==> src/rtl/ext_stage.sv <==
// Immediate extension stage. Results are computed when an operand is accepted
// and held in a two-entry in-order buffer until downstream consumes them.
module ext_stage #(
  parameter int IN_W  = 16,
  parameter int OUT_W = 32
) (
  input  logic             clk,
  input  logic             reset,
  input  logic             in_valid,
  output logic             in_ready,
  input  logic [IN_W-1:0]  imm,
  input  logic [2:0]       extop,
  input  logic             flush,
  output logic             out_valid,
  input  logic             out_ready,
  output logic [OUT_W-1:0] ext_out,
  output logic             err
);

  // Handshake: a transfer happens on a rising edge where valid && ready are both
  // high; valid never waits on ready, and ready depends on registered state only.

  logic [OUT_W-1:0] mem_q [2];
  logic             wptr_q, wptr_d;
  logic             rptr_q, rptr_d;
  logic [1:0]       cnt_q, cnt_d;
  logic             err_q, err_d;

  logic             push, pop, illegal;
  logic [OUT_W-1:0] zext, sext, res;

  assign in_ready  = (cnt_q != 2'd2);
  assign out_valid = (cnt_q != 2'd0);
  assign ext_out   = out_valid ? mem_q[rptr_q] : '0;
  assign err       = err_q;

  assign push = in_valid && in_ready;
  assign pop  = out_valid && out_ready;

  assign zext = {{(OUT_W-IN_W){1'b0}}, imm};
  assign sext = {{(OUT_W-IN_W){imm[IN_W-1]}}, imm};

  always_comb begin
    res     = '0;
    illegal = 1'b0;
    case (extop)
      3'b000:  res = zext;
      3'b001:  res = sext;
      3'b010:  res = zext << IN_W;
      3'b011:  res = sext << 2;
      3'b100:  res = zext << 2;
      default: illegal = 1'b1;
    endcase
  end

  always_comb begin
    wptr_d = wptr_q;
    rptr_d = rptr_q;
    cnt_d  = cnt_q;
    err_d  = err_q || (push && illegal);
    if (flush) begin
      // Flush wins over push and pop; err is deliberately kept.
      wptr_d = 1'b0;
      rptr_d = 1'b0;
      cnt_d  = 2'd0;
    end else begin
      if (push) wptr_d = ~wptr_q;
      if (pop)  rptr_d = ~rptr_q;
      if (push && !pop)      cnt_d = cnt_q + 2'd1;
      else if (pop && !push) cnt_d = cnt_q - 2'd1;
    end
  end

  always_ff @(posedge clk or posedge reset) begin
    if (reset) begin
      wptr_q   <= 1'b0;
      rptr_q   <= 1'b0;
      cnt_q    <= 2'd0;
      err_q    <= 1'b0;
      mem_q[0] <= '0;
      mem_q[1] <= '0;
    end else begin
      wptr_q <= wptr_d;
      rptr_q <= rptr_d;
      cnt_q  <= cnt_d;
      err_q  <= err_d;
      if (push && !flush) mem_q[wptr_q] <= res;
    end
  end

endmodule

==> config.mk <==
export PLATFORM = sky130hd
export DESIGN_NAME = ext_stage
export DESIGN_NICKNAME = d
export VERILOG_FILES = /design/src/rtl/ext_stage.sv
export SDC_FILE = /design/constraint.sdc
export NUM_CORES = 1
export LEC_CHECK = 0
export CORE_UTILIZATION = 58
export CTS_CLUSTER_DIAMETER = 50
export DETAILED_ROUTE_END_ITERATION = 16
export PLACE_DENSITY = 0.95
export SYNTH_ARGS = -nofsm -noshare
export SYNTH_HDL_FRONTEND = slang
export SYNTH_SLANG_ARGS = --single-unit
==> constraint.sdc <==
create_clock -name clk -period 3.5 [get_ports clk]
set_clock_uncertainty 0.15 [all_clocks]
set_input_delay 0.35 -clock clk [delete_from_list [all_inputs] [get_ports clk]]
set_output_delay 0.35 -clock clk [all_outputs]
set_load 0.02 [all_outputs]
==> results_dict.tcl <==
set metrics [dict create \
    io_buffers 58 \
    wl_per_cell_um 18.6 \
    cp_slowest_cell "dfrtp_2" \
    pre_cts_ws_ps 834 \
    cts_resized 0 \
    rsz0062_at_grt "false" \
    synthCells 311 \
    max_stage_delay_ps 790 \
    required_ps 3000 \
    worst_ep_arrival_time_ps 2340 \
    hold_viol_final 0 \
    finalCriticalPeriod_ps 2840 \
    startpoint "rptr_q" \
    cp_num_cells 4 \
    slew_violations 0 \
    placedCellCount 430 \
    antenna_found_initial 0 \
    timing.rr.end "mem_q[20]" \
    end_kind "primary output" \
    ys_ff_latch 69 \
    dr.pass1.iters 4 \
    gp_congestion 0.849 \
    vias 2660 \
    grt_busiest_layer "met2" \
    met1_usage 0.331 \
    cp-endpoint "ext_out[17]" \
    fin_util 0.721 \
    ys_seq_area_frac 0.448 \
    worst_pin_slew_ps 864 \
    crit_type "flop to primary output" \
    run_status "finished, final reports clean" \
    grt_util_all_layers 0.257 \
    start_util 0.603 \
    final.setup.tns_ps 0 \
    critPathTopFamily "buffers and inverters" \
    gr-total-overflow 0 \
    grt_pass1_wl_mm 13.7 \
    ys_types 32 \
    grtUsageMet3 0.0475 \
    r2r_setup_slack_ps 1510 \
    nFillCells 427 \
    cts_tree "yes" \
    ys_warn_count 0 \
    power_density_nw_per_um2 464 \
    rows 29 \
    setup_ws_ps 656 \
    ioPinCount 59 \
    fin_crit_sh 0.813 \
    clock_path_buffers 2 \
    slew_headroom 0.422 \
    setup_viol 0 \
    die_x_um 83.5 \
    clk_latency_ps 340 \
    ir_drop_uv 296 \
    worstPathCellList "buf_4, mux2i_1, nor2_1, clkdlybuf4s50_1" \
    drtIter0Drc 171 \
    crit_buf_inv 2 \
    p_leak_nw 2.08 \
    route.detailed.drc 0 \
    postCtsSetupBuffers 0 \
    dieArea_um2 6970 \
    core_area_um2 6390 \
    fmax_ghz 0.352 \
    postRouteAntennaNets 0 \
    postSynthAreaPerCell_um2 12.4 \
    synth_nets 335 \
    area_delta_synth_final_pct 19.5 \
    htree_levels 3 \
    diodes 0 \
    hp-class "primary input to asynchronous set/reset pin" \
    maxCapViolCount 0 \
    reg2reg_from "cnt_q[1]" \
    cts_made_buffers 9 \
    clk_pin_slew_ps 70 \
    grt_pass1_vias 2735 \
    setup.worst_path.start_class "flop" \
    dp_hpwl_mm 5.82 \
    synth_area_um2 3850 \
    worstPathMaxFanout 20 \
    finalNonFillerCells 444 \
    met2_usage 0.421 \
    via_per_inst 5.99 \
    ctsRootBufferMaster "clkbuf_8" \
    final_net_count 388 \
    die_y_um 83.5 \
    grt_max_degree 34 \
    wirelength_mm 8.25 \
    rr_worst_depth 4 \
    hold_buffers 0 \
    drive_gt1_frac 0.248 \
    cts.sinks 69 \
]
per-layer routing:
layer | up-vias | share of wire
li1 | 1235 | -
met1 | 1341 | 0.44
met2 | 64 | 0.49
met3 | 20 | 0.047
met4 | 0 | 0.023
met5 | - | 0
stage by stage:
stage / power [W] / hold slack, ps / cell area, um^2
after floorplan: 0.00140 / 263 / 3850
after global placement: 0.00155 / 313 / 4440
after detailed placement: 0.00159 / 326 / 4440
after CTS: 0.00215 / 189 / 4600
after global routing: 0.00225 / 241 / 4600
final: 0.00214 / 187 / 4600
state kept, by name (all words and copies together) (netlist names):
| name | cells |
|---|---|
| cnt_q | 2 |
| err | 1 |
| mem_q | 64 |
| rptr_q | 1 |
| wptr_q | 1 |
cell usage after synthesis, drive strengths merged:
master / number / area share
nor4b: 1 / 0.0062
a221o: 11 / 0.029
dfrtp: 69 / 0.45
o211ai: 1 / 0.0020
o21ai: 2 / 0.0026
xor2: 1 / 0.0023
nor4: 1 / 0.0055
inv: 12 / 0.012
nor2: 36 / 0.035
and4bb: 6 / 0.019
buf: 14 / 0.031
a311oi: 2 / 0.0045
clkbuf: 11 / 0.011
nor3b: 5 / 0.0097
or2: 1 / 0.0016
a221oi: 1 / 0.0023
o41ai: 1 / 0.0023
and3b: 2 / 0.0045
mux2: 59 / 0.19
a211o: 2 / 0.0045
or3: 1 / 0.0016
nor2b: 1 / 0.0036
a21oi: 4 / 0.0052
nor4bb: 11 / 0.029
and2: 2 / 0.0032
mux2i: 39 / 0.10
nand3b: 1 / 0.0020
a21o: 14 / 0.027
cell usage in the layout (no fill, tap or decap), types with 5 or more instances in the layout:
cell type        instances
mux2_2                  33
a21o_1                  14
dfrtp_1                 68
a221o_1                 11
nor2_1                  35
and4bb_2                 6
clkbuf_8                11
buf_4                    9
clkdlybuf4s50_1         58
inv_1                   10
mux2_4                  22
mux2i_1                 39
nor3b_1                  5
nor4bb_1                11
how the worst min path moves through the flow:
stage / to / depth (start not counted)
5_1_grt: mem_q[48] / 2
6_report: cnt_q[0] / 2
4_1_cts: mem_q[48] / 2
3_5_place_dp: err / 2
2_1_floorplan: cnt_q[0] / 1
3_3_place_gp: err / 2
where the power goes:
group          internal (W)  switching (W)
clock network      0.000286       0.000279
logic              0.000298       0.000237
registers          0.000943      0.0000955
total               0.00153       0.000612
logic make-up (layout without fill, tap and decap cells):
kind of cell | after synthesis | count (layout) | share of synthesized area
flip-flops | 69 | 69 | 0.448
multiplexers | 98 | 98 | 0.295
AND/OR/NAND/NOR | 68 | 68 | 0.121
XOR/XNOR | 1 | 1 | 0.00227
AO/OA/AOI/OAI | 38 | 38 | 0.0793
buffers and inverters | 37 | 93 | 0.0536
layout make-up:
| cell class | instances | area, um^2 | area share |
|---|---|---|---|
| clock inverters | 2 | 10.0 | 0.00217 |
| flip-flops and latches | 69 | 1730 | 0.375 |
| inverters | 12 | 45.0 | 0.00979 |
| repair buffers | 67 | 648 | 0.141 |
| multi-input cells | 205 | 1920 | 0.417 |
| clock buffers | 12 | 155 | 0.0337 |
| well taps | 77 | 96.3 | 0.0209 |
Note: power is estimated with default switching activity, not from simulation.
